[src/rtl/alu_station.sv]
// alu_station -- single-entry reservation station in front of one integer ALU.
//
// Accepts one issued ALU operation from the allocator. Each operand arrives
// either as data or as a producer tag. The station watches the three
// register write-back ports until every tag is cleared, then executes the
// operation and presents a one-cycle write-back.
//
// Ports:
//   clk, rst            clock, asynchronous active-low reset
//   rdy                 global enable; low freezes all state and outputs
//   flush               discard the entry (branch mispredict)
//   en_in, op_in        issue strobe and operation code
//   tag{x,y,w}_in       source/destination tags (0 = operand valid)
//   data{x,y}_in        operand values, meaningful when the tag is 0
//   addr{x,y,w}_in      source/destination register numbers
//   en_mwK, reg_write_addrK, write_dataK   write-back ports 0..2 (snooped)
//   busy_out            entry occupied (feeds allocator issue throttle)
//   wb_en_out, wb_addr_out, wb_data_out     registered result write-back
module alu_station #(
  parameter int TAG_W = 2
) (
  input  logic             clk,
  input  logic             rst,
  input  logic             rdy,
  input  logic             flush,
  input  logic             en_in,
  input  logic [3:0]       op_in,
  input  logic [TAG_W-1:0] tagx_in,
  input  logic [TAG_W-1:0] tagy_in,
  input  logic [TAG_W-1:0] tagw_in,
  input  logic [31:0]      datax_in,
  input  logic [31:0]      datay_in,
  input  logic [4:0]       addrx_in,
  input  logic [4:0]       addry_in,
  input  logic [4:0]       addrw_in,
  input  logic             en_mw0,
  input  logic             en_mw1,
  input  logic             en_mw2,
  input  logic [4:0]       reg_write_addr0,
  input  logic [4:0]       reg_write_addr1,
  input  logic [4:0]       reg_write_addr2,
  input  logic [31:0]      write_data0,
  input  logic [31:0]      write_data1,
  input  logic [31:0]      write_data2,
  output logic             busy_out,
  output logic             wb_en_out,
  output logic [4:0]       wb_addr_out,
  output logic [31:0]      wb_data_out
);

  typedef enum logic [1:0] {
    ST_IDLE = 2'd0,
    ST_WAIT = 2'd1,
    ST_EXEC = 2'd2,
    ST_WB   = 2'd3
  } state_t;

  localparam logic [TAG_W-1:0] TAG_CLEAR = {TAG_W{1'b0}};

  // Bit k set when write-back port k targets the given register. Register 0
  // is never locked, so it can never match.
  function automatic logic [2:0] match_vec(
    input logic [2:0]      en,
    input logic [2:0][4:0] waddr,
    input logic [4:0]      addr
  );
    logic [2:0] m;
    for (int k = 0; k < 3; k++) begin
      m[k] = en[k] && (waddr[k] == addr) && (addr != 5'd0);
    end
    return m;
  endfunction

  // Lowest-numbered matching port supplies the data.
  function automatic logic [31:0] pick_data(
    input logic [2:0]       m,
    input logic [2:0][31:0] wdata
  );
    logic [31:0] d;
    if (m[0]) begin
      d = wdata[0];
    end else if (m[1]) begin
      d = wdata[1];
    end else begin
      d = wdata[2];
    end
    return d;
  endfunction

  // Integer operation; unused op codes yield 0.
  function automatic logic [31:0] alu_compute(
    input logic [3:0]  op,
    input logic [31:0] x,
    input logic [31:0] y
  );
    logic [31:0] r;
    case (op)
      4'd0:    r = x + y;
      4'd1:    r = x - y;
      4'd2:    r = x << y[4:0];
      4'd3:    r = ($signed(x) < $signed(y)) ? 32'd1 : 32'd0;
      4'd4:    r = (x < y) ? 32'd1 : 32'd0;
      4'd5:    r = x ^ y;
      4'd6:    r = x >> y[4:0];
      4'd7:    r = $unsigned($signed(x) >>> y[4:0]);
      4'd8:    r = x | y;
      4'd9:    r = x & y;
      default: r = 32'd0;
    endcase
    return r;
  endfunction

  state_t           state_r;
  logic             busy_r;
  logic             wb_en_r;
  logic [4:0]       wb_addr_r;
  logic [31:0]      wb_data_r;
  logic [3:0]       op_r;
  logic [4:0]       addrx_r, addry_r, addrw_r;
  logic [TAG_W-1:0] tagx_r, tagy_r, tagw_r;
  logic [31:0]      datax_r, datay_r;

  logic [2:0]       en_mw_s;
  logic [2:0][4:0]  wr_addr_s;
  logic [2:0][31:0] wr_data_s;
  logic [4:0]       cur_addrx_s, cur_addry_s, cur_addrw_s;
  logic [TAG_W-1:0] cur_tagx_s, cur_tagy_s, cur_tagw_s;
  logic [31:0]      cur_datax_s, cur_datay_s;
  logic [2:0]       mx_s, my_s, mw_s;
  logic [TAG_W-1:0] snp_tagx_s, snp_tagy_s, snp_tagw_s;
  logic [31:0]      snp_datax_s, snp_datay_s;
  logic             all_clear_s;
  logic [31:0]      alu_result_s;

  assign en_mw_s   = {en_mw2, en_mw1, en_mw0};
  assign wr_addr_s = {reg_write_addr2, reg_write_addr1, reg_write_addr0};
  assign wr_data_s = {write_data2, write_data1, write_data0};

  // Snoop source: the issue inputs while capturing in IDLE, the held entry otherwise.
  always_comb begin
    if (state_r == ST_IDLE) begin
      cur_addrx_s = addrx_in;
      cur_addry_s = addry_in;
      cur_addrw_s = addrw_in;
      cur_tagx_s  = tagx_in;
      cur_tagy_s  = tagy_in;
      cur_tagw_s  = tagw_in;
      cur_datax_s = datax_in;
      cur_datay_s = datay_in;
    end else begin
      cur_addrx_s = addrx_r;
      cur_addry_s = addry_r;
      cur_addrw_s = addrw_r;
      cur_tagx_s  = tagx_r;
      cur_tagy_s  = tagy_r;
      cur_tagw_s  = tagw_r;
      cur_datax_s = datax_r;
      cur_datay_s = datay_r;
    end
  end

  assign mx_s = match_vec(en_mw_s, wr_addr_s, cur_addrx_s);
  assign my_s = match_vec(en_mw_s, wr_addr_s, cur_addry_s);
  assign mw_s = match_vec(en_mw_s, wr_addr_s, cur_addrw_s);

  // Resolve operand x: only a still-tagged operand takes write-back data.
  always_comb begin
    snp_tagx_s  = cur_tagx_s;
    snp_datax_s = cur_datax_s;
    if ((cur_tagx_s != TAG_CLEAR) && (mx_s != 3'b000)) begin
      snp_tagx_s  = TAG_CLEAR;
      snp_datax_s = pick_data(mx_s, wr_data_s);
    end else begin
      snp_tagx_s  = cur_tagx_s;
      snp_datax_s = cur_datax_s;
    end
  end

  // Resolve operand y, same rule as x.
  always_comb begin
    snp_tagy_s  = cur_tagy_s;
    snp_datay_s = cur_datay_s;
    if ((cur_tagy_s != TAG_CLEAR) && (my_s != 3'b000)) begin
      snp_tagy_s  = TAG_CLEAR;
      snp_datay_s = pick_data(my_s, wr_data_s);
    end else begin
      snp_tagy_s  = cur_tagy_s;
      snp_datay_s = cur_datay_s;
    end
  end

  // Destination tag clears when an older write to the same register retires.
  always_comb begin
    snp_tagw_s = cur_tagw_s;
    if ((cur_tagw_s != TAG_CLEAR) && (mw_s != 3'b000)) begin
      snp_tagw_s = TAG_CLEAR;
    end else begin
      snp_tagw_s = cur_tagw_s;
    end
  end

  assign all_clear_s  = (snp_tagx_s == TAG_CLEAR) && (snp_tagy_s == TAG_CLEAR) &&
                        (snp_tagw_s == TAG_CLEAR);
  assign alu_result_s = alu_compute(op_r, datax_r, datay_r);

  // Station FSM: capture, operand wakeup, execute and write-back registers.
  always_ff @(posedge clk or negedge rst) begin
    if (!rst) begin
      state_r   <= ST_IDLE;
      busy_r    <= 1'b0;
      wb_en_r   <= 1'b0;
      wb_addr_r <= 5'd0;
      wb_data_r <= 32'd0;
      op_r      <= 4'd0;
      addrx_r   <= 5'd0;
      addry_r   <= 5'd0;
      addrw_r   <= 5'd0;
      tagx_r    <= TAG_CLEAR;
      tagy_r    <= TAG_CLEAR;
      tagw_r    <= TAG_CLEAR;
      datax_r   <= 32'd0;
      datay_r   <= 32'd0;
    end else if (rdy) begin
      if (flush) begin
        state_r <= ST_IDLE;
        busy_r  <= 1'b0;
        wb_en_r <= 1'b0;
      end else begin
        case (state_r)
          ST_IDLE: begin
            if (en_in) begin
              op_r    <= op_in;
              addrx_r <= addrx_in;
              addry_r <= addry_in;
              addrw_r <= addrw_in;
              tagx_r  <= snp_tagx_s;
              tagy_r  <= snp_tagy_s;
              tagw_r  <= snp_tagw_s;
              datax_r <= snp_datax_s;
              datay_r <= snp_datay_s;
              busy_r  <= 1'b1;
              state_r <= all_clear_s ? ST_EXEC : ST_WAIT;
            end
          end
          ST_WAIT: begin
            tagx_r  <= snp_tagx_s;
            tagy_r  <= snp_tagy_s;
            tagw_r  <= snp_tagw_s;
            datax_r <= snp_datax_s;
            datay_r <= snp_datay_s;
            if (all_clear_s) begin
              state_r <= ST_EXEC;
            end
          end
          ST_EXEC: begin
            wb_data_r <= alu_result_s;
            wb_addr_r <= addrw_r;
            wb_en_r   <= (addrw_r != 5'd0);
            state_r   <= ST_WB;
          end
          ST_WB: begin
            wb_en_r <= 1'b0;
            busy_r  <= 1'b0;
            state_r <= ST_IDLE;
          end
          default: begin
            wb_en_r <= 1'b0;
            busy_r  <= 1'b0;
            state_r <= ST_IDLE;
          end
        endcase
      end
    end
  end

  assign busy_out    = busy_r;
  assign wb_en_out   = wb_en_r;
  assign wb_addr_out = wb_addr_r;
  assign wb_data_out = wb_data_r;

endmodule
[config.mk]
export PLATFORM = sky130hd
export DESIGN_NAME = alu_station
export DESIGN_NICKNAME = d
export VERILOG_FILES = /design/src/rtl/alu_station.sv
export SDC_FILE = /design/constraint.sdc
export NUM_CORES = 1
export LEC_CHECK = 0
export CORE_MARGIN = 5
export CORE_UTILIZATION = 59
export CTS_BUF_LIST = sky130_fd_sc_hd__clkbuf_4 sky130_fd_sc_hd__clkbuf_8 sky130_fd_sc_hd__clkbuf_16
export DETAILED_ROUTE_END_ITERATION = 12
export DONT_BUFFER_PORTS = 1
export PLACE_DENSITY = 0.72
export SLEW_MARGIN = 25
export SYNTH_ARGS = -nofsm -noshare
export SYNTH_HDL_FRONTEND = slang
export SYNTH_SLANG_ARGS = --single-unit
[constraint.sdc]
create_clock -name clk -period 4.5 [get_ports clk]
set_input_delay 0.9 -clock clk [delete_from_list [all_inputs] [get_ports clk]]
set_output_delay 0.9 -clock clk [all_outputs]
set_load 0.02 [all_outputs]
### Yosys cells after proc, flatten, opt, wreduce, memory -nomap -nowiden

Index checks and enable logic that the tools add are counted.
Widths: inputs -> output; s select.

* magnitude comparators: 2
* shifts and indexed selects: 3
* bitwise gates (word level): 4
* equal/unequal tests: 24
* $add $sub $neg: 2
* muxes and demuxes: 40
* reduce and logical (&&, ||, !) cells: 47

Operators by type and width (number)
* $mux 32: 10
* $pmux 32 s10: 1
* $pmux 32 s2: 2
* $lt 32x32->1: 2
* $eq 5x5->1: 9
* $add 32x32->32: 1
* $and 32x32->32: 1
* $or 32x32->32: 1
* $shl 32x5->32: 1
* $shr 32x5->32: 1
* $sshr 32x5->32: 1
* $sub 32x32->32: 1
* $xor 32x32->32: 1
* $mux 2: 13
* $logic_and 1x1->1: 23
* $reduce_bool 5->1: 4
* $eq 4x3->1 const B: 4
* $mux 5: 3
* $reduce_bool 3->1: 5
* $pmux 2 s2: 3
* $reduce_and 3->1: 3
* $eq 4x2->1 const B: 2
* $eq 4x4->1 const B: 2
* $logic_not 2->1: 4
* other kinds (13): 24

* output and inout bits: 39
* register bits: 130
* bits of input ports: 208
* word-level logic and storage cells: 136

### Longest topological paths before layout

Gate-level depths: netlist of run 1.

* depth after elaboration: 15
* depth in mapped cells: 17
* mapped depth without buffers: 14

### Least setup slack after synthesis of run 1

Ideal clock, no wire load.

* path kind: reg-to-reg
* from: reg datay_r[2]
* to: reg wb_data_r[31] (netlist: wb_data_out[31])
* arrival time: 3965 ps
* path buffers: 5
* cell stages (with the launch flop): 18
* required time: 4361 ps
* clock period less this slack: 4104 ps
* slack: 396 ps
* setup time: 139 ps
* path through: dfrtp_1 > clkbuf_1 > inv_1 > buf_2 > buf_1 > clkbuf_1 > ha_1 > clkbuf_1 > nor3_1 > o31ai_1 > a21oi_1 > nor4_1 > o31ai_1 > a21oi_1 > o21a_1 > o41ai_1 > mux2i_1 > a41oi_1

* cells in the longest elaborated chain, start to end: 2
* elaborated cells on any way between the ends: 6
* those cells by class: add/sub: 2; shift: 3; mux: 1

RTL lines
* start, declared: line 121 `logic [31:0] datax_r, datay_r;`
* start signal, assigned: line 240 `datay_r <= snp_datay_s;`
* start signal, assigned: line 250 `datay_r <= snp_datay_s;`
* $sub 32x32->32 (tied with other cells): line 99 `4'd1: r = x - y;`
* $pmux 32 s10 (*): line 97 `case (op)`
* end signal, assigned: line 256 `wb_data_r <= alu_result_s;`
* end, declared: line 117 `logic [31:0] wb_data_r;`

Every way passes the cells marked *; elsewhere a longest branch is shown, timed or not.
A chain may end at the register's enable or synchronous reset.

### Worst setup path after layout of run 1

* from: reg state_r[0]
* to: reg datay_r[2]

* cells in the longest elaborated chain, start to end: 10
* elaborated cells on any way between the ends: 26
* those cells by class: eq/ne: 5; mux: 8; reduce/logical: 13

RTL lines
* start, declared: line 113 `state_t state_r;`
* start signal, assigned: line 242 `state_r <= all_clear_s ? ST_EXEC : ST_WAIT;`
* $logic_not 2->1: line 141, 229
* $mux 5: line 141 `if (state_r == ST_IDLE) begin`
* $eq 5x5->1: line 69 `m[k] = en[k] && (waddr[k] == addr) && (addr != 5'd0);`
* $logic_and 1x1->1 (2 in series): line 69
* $mux 32 or $reduce_bool 3->1 (tied branches): line 82, 183
* $mux 32 or $logic_and 1x1->1 (tied branches): line 80, 183
* $mux 32: line 183 `if ((cur_tagy_s != TAG_CLEAR) && (my_s != 3'b000)) begin`
* $mux 32: line 231 `if (en_in) begin`
* $pmux 32 s2: line 229 `case (state_r)`

Several ways; a longest one is shown, not always the timed one. The select of a mux whose other input is x is not followed.

==> summary.txt, run 1 <==
Synthesis
  • Post-synth EDFFs: 0
  • Adder-cell share of the synthesized area: 8.33%
  • XOR/XNOR Fraction of Synth Area: 2.97%
  • Post-Syn Nets: 2362
  • Compound-cell area share of the yosys netlist: 28.0%
  • Ys flop type: dfrtp_1
  • Post-synth ARST share: 100%
  • Avg Cell Area, Syn: 7.63 um2
  • Mapped Cells: 2051
  • Simple-Gate Fraction of Synth Area: 17.1%
  • Sequential-to-total area share from yosys stat: 20.8%
  • Synthesized area: 0.0156 mm2
  • Seq cells post-synth: 130
  • Largest family of logic cells by synthesized area: compound AO/OA/AOI/OAI gates
  • Warnings, synthesis: 0
  • Yosys cell types: 78
  • Post-synthesis mux area share: 16.0%

Placement
  • Placed Instances: 2291
  • Worst slack at placement: 0.533 ns
  • Routability cong.: 1.03
  • Hpwl dp: 48500 um
  • Port-buffer cells: 0

Power and ir drop
  • Worst vdd ir: 0.522 mV
  • Seq pwr share: 16.2%
  • Static leakage: 0.00743 uW
  • Switch share: 57.3%
  • Psw: 9800 uW
  • Comb power frac: 74.6%
  • Internal: 7300 uW
  • Total Power: 17100 uW
  • Clk pwr share: 9.1%
  • Pwr per Cell Area: 1030 mW/mm2

Cells and area
  • Layout cells sized above 1: 10.1%
  • Cell Count, Final, Fillers Out: 2325
  • FILL cells: 2273
  • Area grow syn2layout: 5.70%
  • # nets final: 2286

Worst setup path
  • Reg2reg start: state_r[0]
  • CP cell instances: inv_1 -> ha_2 -> mux2i_1 -> xnor2_1 -> nor4_1 -> nand4_1 -> and3_1 -> nand2b_1 -> a21boi_4 -> nor2_1 -> a21oi_1
  • Startpoint Class: flop
  • Top delay family on crit path: compound AO/OA/AOI/OAI gates
  • Slowest CP cell: a21boi_4
  • Critical path type: flop to flop
  • Slowest stage delay, CP: 0.82 ns
  • Critical path arrival: 4.40 ns
  • Worst path bufs/invs: 1
  • Worst R2R End: datay_r[2]
  • Crit path required time: 4.79 ns
  • Reg2Reg Setup Slack: 0.39 ns
  • R2r worst-path depth: 11
  • CP Max Fanout: 32
  • CP Capture Type: flop

Flow run
  • Max Cap Viol: 0

STA
  • Setup TNS: 0 ns
  • Max Freq: 244 MHz
  • Worst Max-Slew Pin Slew: 1.01 ns
  • Final WS setup: 0.395 ns
  • Final hold violation count: 0
  • Crit share post-route: 91.2%
  • Unrepaired setup endpoints after global routing: no
  • Min Hold Slack: 0.136 ns
  • Final setup vio count: 0
  • Final Max Tran Viols: 0
  • Worst slew margin: 32.2%
  • Post-layout min period: 4.11 ns
  • Worst Clk Skew: 0.0227 ns

GRT
  • Aggregate global-route resource usage: 41.0%
  • Global route total overflow: 0
  • Vias in the first global route: 16000
  • Initial antenna violation count: 4
  • Largest net degree at the start of global routing: 131
  • First-pass GRT wire length: 97700 um

Routing
  • DR vias: 16800
  • Wire per inst: 27.5 um
  • # DRC: 0
  • Detail Route Antenna Nets: 0
  • Drt pass-1 iters: 6
  • Mean number of vias per cell: 7.22
  • Starting DRT DRC Count: 2743
  • Total routed wirelength: 63900 um

Clock tree
  • Max clock buf depth: 2
  • Number of post-CTS setup repair buffers: 0
  • CTS tree: done
  • Hold buffer count at CTS: 0
  • H-tree levels: 4
  • Clk sinks: 130
  • Clock Tree Root: clkbuf_16
  • Post-CTS sizing: 0
  • Skew-Pair Late Insertion Delay: 0.45 ns
  • CTS buffer count: 17
  • Reg clk slew, reported paths: 0.09 ns

Floorplan
  • Core area: 0.0261 mm2
  • Die X: 173 um
  • Initial Util: 60.0%
  • Num rows: 59
  • I/O pins: 247
  • Die area: 0.0299 mm2
  • Die Ht: 173 um

Hold path
  • Class of the worst hold path: primary input to async pin

Status
  • Status: completed
-- sequential cells by signal, summed over array words and instances (netlist names) --
register	count
datax_r	32
datay_r	32
wb_data_out	32
addrw_r	5
addrx_r	5
addry_r	5
wb_addr_out	5
op_r	4
state_r	2
tagw_r	2
tagx_r	2
tagy_r	2
busy_out	1
wb_en_out	1
-- logic make-up (layout without fill, tap and decap cells) --
group,after synthesis,count (layout)
adders and majority gates,103,103
AOI/OAI and AO/OA,702,702
and+or+nand+nor,605,605
DFF,130,130
xor gates and xnor gates,53,53
other,0,2
muxes,194,194
buffers and inverters,264,201
-- Yosys cell counts, drive strengths merged (55+ instances only) --
cell type / instances / share of area [%]
nand2: 137 / 3.3
ha: 101 / 8.1
buf: 55 / 1.8
o21ai: 134 / 4.3
clkbuf: 103 / 2.5
dfrtp: 130 / 21
o22ai: 84 / 3.4
a21oi: 250 / 8.0
inv: 106 / 2.5
nor2: 292 / 7.0
mux2i: 124 / 8.2
-- how the worst max path moves through the flow --
stage | from | endpoint | cells past startpoint
floorplan | datay_r[2] | wb_data_out[31] | 17
global placement | state_r[0] | datay_r[3] | 11
detailed placement | state_r[0] | datay_r[2] | 11
CTS | state_r[0] | datay_r[2] | 11
global route | state_r[1] | datay_r[2] | 11
finish | state_r[0] | datay_r[2] | 11
-- cell type report --
class | count | area, um2 | area share [%]
Multi-Input combinational cell | 1657 | 11400 | 68.8
Sequential cell | 130 | 3260 | 19.7
Timing Repair Buffer | 63 | 473 | 2.86
Clock inverter | 13 | 174 | 1.05
Clock buffer | 19 | 440 | 2.66
Tap cell | 335 | 419 | 2.53
Inverter | 106 | 398 | 2.41
Antenna cell | 2 | 5.00 | 0.0303
-- metal layers --
metal	part of all wire, %	vias to the layer above	wire length, um	track usage, %
met5	0.033	-	21	0
met4	3.5	4	2250	12.7
met3	15	190	9310	13.0
met2	42	1302	26900	60.1
met1	40	7965	25400	58.0
li1	-	7336	-	-
-- power groups by stage --
stage | Sequential, uW | Clock (uW) | Combinational (uW)
after global routing | 2820 | 1610 | 13600
after floorplan | 2410 | 0 | 8740
after detailed placement | 2730 | 0 | 12200
after global placement | 2680 | 0 | 12100
after CTS | 2710 | 1540 | 12300
final | 2770 | 1560 | 12800
-- through the flow --
step	util (%)	cell area [um2]
floorplan	-	15600
global placement	61.1	15900
detailed placement	61.1	15900
CTS	63.4	16500
global route	63.5	16500
finish	63.5	16500
-- cell usage in the layout (no fill, tap or decap), drive strengths merged, types with 18 or more instances in the layout --
cell / count
a21o: 20
clkbuf: 19
dfrtp: 130
mux2: 32
o22ai: 84
mux2i: 124
mux4: 38
inv: 111
o211ai: 22
nor2: 292
o21ai: 134
ha: 101
nand2b: 20
nor3: 41
buf: 63
a21oi: 250
nand2: 137
xnor2: 41
a211oi: 24
a31oi: 18
nand3: 29
a221oi: 28
-- worst reg2reg max path, stage by stage (launching register included) --
cell and delay (ns):
dfrtp_1 0.43, inv_1 0.12, ha_2 0.53, mux2i_1 0.53, xnor2_1 0.12, nor4_1 0.37
nand4_1 0.13, and3_1 0.23, nand2b_1 0.26, a21boi_4 0.82, nor2_1 0.09, a21oi_1 0.33
Power figures use the tool's default switching activity.
==> run 2: changes to the inputs <==
Settings changed: CORE_MARGIN 5 to unset, CORE_UTILIZATION 59 to 40, CTS_CLUSTER_SIZE set to 25, PLACE_DENSITY 0.72 to 0.51.
==> run 2 against run 1 <==
Against the previous run:
- total power down 0.86%
- maximum frequency up 2.9%
- die area grew 34%
- largest power group unchanged
- global-route usage is 8.3 points lower
==> summary.txt, run 2 (synthesis results as in run 1) <==
Floorplan
  • Die area: 0.0399 mm2
  • Die X: 200 um
  • Die Ht: 200 um
  • Core area: 0.0386 mm2
  • Num rows: 72
  • Initial Util: 40.5%
  • I/O pins: 247

Flow run
  • Max Cap Viol: 0

Status
  • Status: completed

Cells and area
  • Commonest non-fill, non-tap cell in the layout: nor2_1
  • Design area: 0.0168 mm2
  • FILL cells: 3947
  • Final core occ: 43.5%
  • Commonest cells after routing, fill and taps aside: nor2_1 (291), a21oi_1 (250), nand2_1 (135)
  • ANT cells: 0
  • Area grow syn2layout: 7.35%
  • Layout cells sized above 1: 10.5%
  • Cell Count, Final, Fillers Out: 2514
  • # nets final: 2294

Power and ir drop
  • Pwr per Cell Area: 1010 mW/mm2
  • Worst vdd ir: 0.330 mV
  • Static leakage: 0.00746 uW

STA
  • Final hold violation count: 0
  • Worst Clk Skew: 0.0126 ns
  • Unrepaired setup endpoints after global routing: no
  • Worst Max-Slew Pin Slew: 0.959 ns
  • Final Max Tran Viols: 0
  • Setup TNS: 0 ns
  • Worst slew margin: 35.8%
  • Final setup vio count: 0
  • Crit share post-route: 88.6%
  • Max Freq: 251 MHz
  • Post-layout min period: 3.99 ns

Worst setup path
  • Worst setup path endpoint: datax_r[1]
  • Critical path type: flop to flop
  • Reg2Reg Setup Slack: 0.51 ns
  • Worst Setup SP: state_r[1]
  • Critical path arrival: 4.29 ns
  • Worst R2R End: datax_r[1]
  • Startpoint Class: flop
  • Crit path required time: 4.80 ns
  • CP Max Fanout: 34
  • Reg2reg start: state_r[1]
  • CP Capture Type: flop
  • R2r worst-path depth: 14

Hold path
  • Class of the worst hold path: primary input to async pin

GRT
  • Vias in the first global route: 15100
  • Initial antenna violation count: 1
  • Global route total overflow: 0
  • First-pass GRT wire length: 97200 um
  • Aggregate global-route resource usage: 32.7%
  • Largest net degree at the start of global routing: 131

Placement
  • Placed instance area: 0.0162 mm2
  • Placed Instances: 2482
  • Port-buffer cells: 0
  • Hpwl dp: 49600 um
  • Routability cong.: 1.03

Clock tree
  • Post-CTS sizing: 0
  • Clk sinks: 130
  • CTS buffer count: 17
  • Skew-Pair Late Insertion Delay: 0.46 ns
  • Reg clk slew, reported paths: 0.07 ns
  • Max clock buf depth: 2
  • Clock Tree Root: clkbuf_16
  • CTS tree: done
  • Number of post-CTS setup repair buffers: 0
  • H-tree levels: 4
  • Hold buffer count at CTS: 0

Routing
  • Total routed wirelength: 64900 um
  • Mean number of vias per cell: 6.35
  • DR vias: 16000
  • Wire per inst: 25.8 um
  • # DRC: 0
  • Drt pass-1 iters: 6
  • Detail Route Antenna Nets: 0
  • Starting DRT DRC Count: 1726
[run 2: cell types whose count changed in the layout (fill, tap and decap cells not counted), sizes merged]
cell and delta:
buf +8, bufinv -1, clkbuf +1, clkinv +2, clkinvlp +1, diode -2, inv -3
[run 2: layout make-up]
type                    instances  area (um2)  area share [%]
multi-input cells            1657       11400            67.6
flip-flops and latches        130        3260            19.4
well taps                     518         648            3.86
repair buffers                 71         546            3.25
clock buffers                  20         454            2.70
inverters                     106         398            2.37
clock inverters                12         133           0.790
[run 2: how the worst min path moves through the flow]
| stage | from | endpoint | slack (ns) | depth (start not counted) |
|---|---|---|---|---|
| 2_1_floorplan | tagw_r[1] | tagw_r[1] | 0.47 | 1 |
| 3_3_place_gp | tagw_r[1] | tagw_r[1] | 0.49 | 1 |
| 3_5_place_dp | tagx_r[0] | tagx_r[0] | 0.49 | 1 |
| 4_1_cts | rst | wb_data_out[10] | 0.11 | 0 |
| 5_1_grt | rst | wb_data_out[10] | 0.11 | 0 |
| 6_report | rst | wb_data_out[6] | 0.13 | 0 |
[run 2: per-layer routing]
layer	routed length [um]	vias up	share of wire, %	GRT usage [%]
met1	29800	7720	46	47.7
met2	26800	777	41	47.0
met5	7	-	0.011	0
li1	-	7375	-	-
met4	1250	2	1.9	8.31
met3	7050	84	11	8.99
[run 2: report_power, final]
group / switching [uW] / leakage (uW) / internal [uW]
registers: 1050 / 0.00156 / 1720
clock network: 614 / 0.000284 / 843
logic: 7980 / 0.00562 / 4750
[run 2: critical path: stages (launching register included)]
cell	delay, ns
dfrtp_1	0.43
inv_1	0.11
ha_2	0.55
buf_4	0.40
inv_2	0.14
nor3_1	0.25
o22ai_1	0.18
nand4_2	0.14
and3_1	0.21
nand2b_1	0.12
buf_4	0.36
nand2_1	0.10
buf_4	0.27
o22ai_1	0.41
a21oi_1	0.13
[run 2: through the flow]
step	setup slack [ns]	power, uW	hold slack (ns)
final	0.511	17000	0.131
after CTS	0.561	16600	0.106
after detailed placement	0.584	15100	0.493
after floorplan	0.396	11200	0.467
after global placement	0.611	15100	0.490
after global routing	0.254	18100	0.115
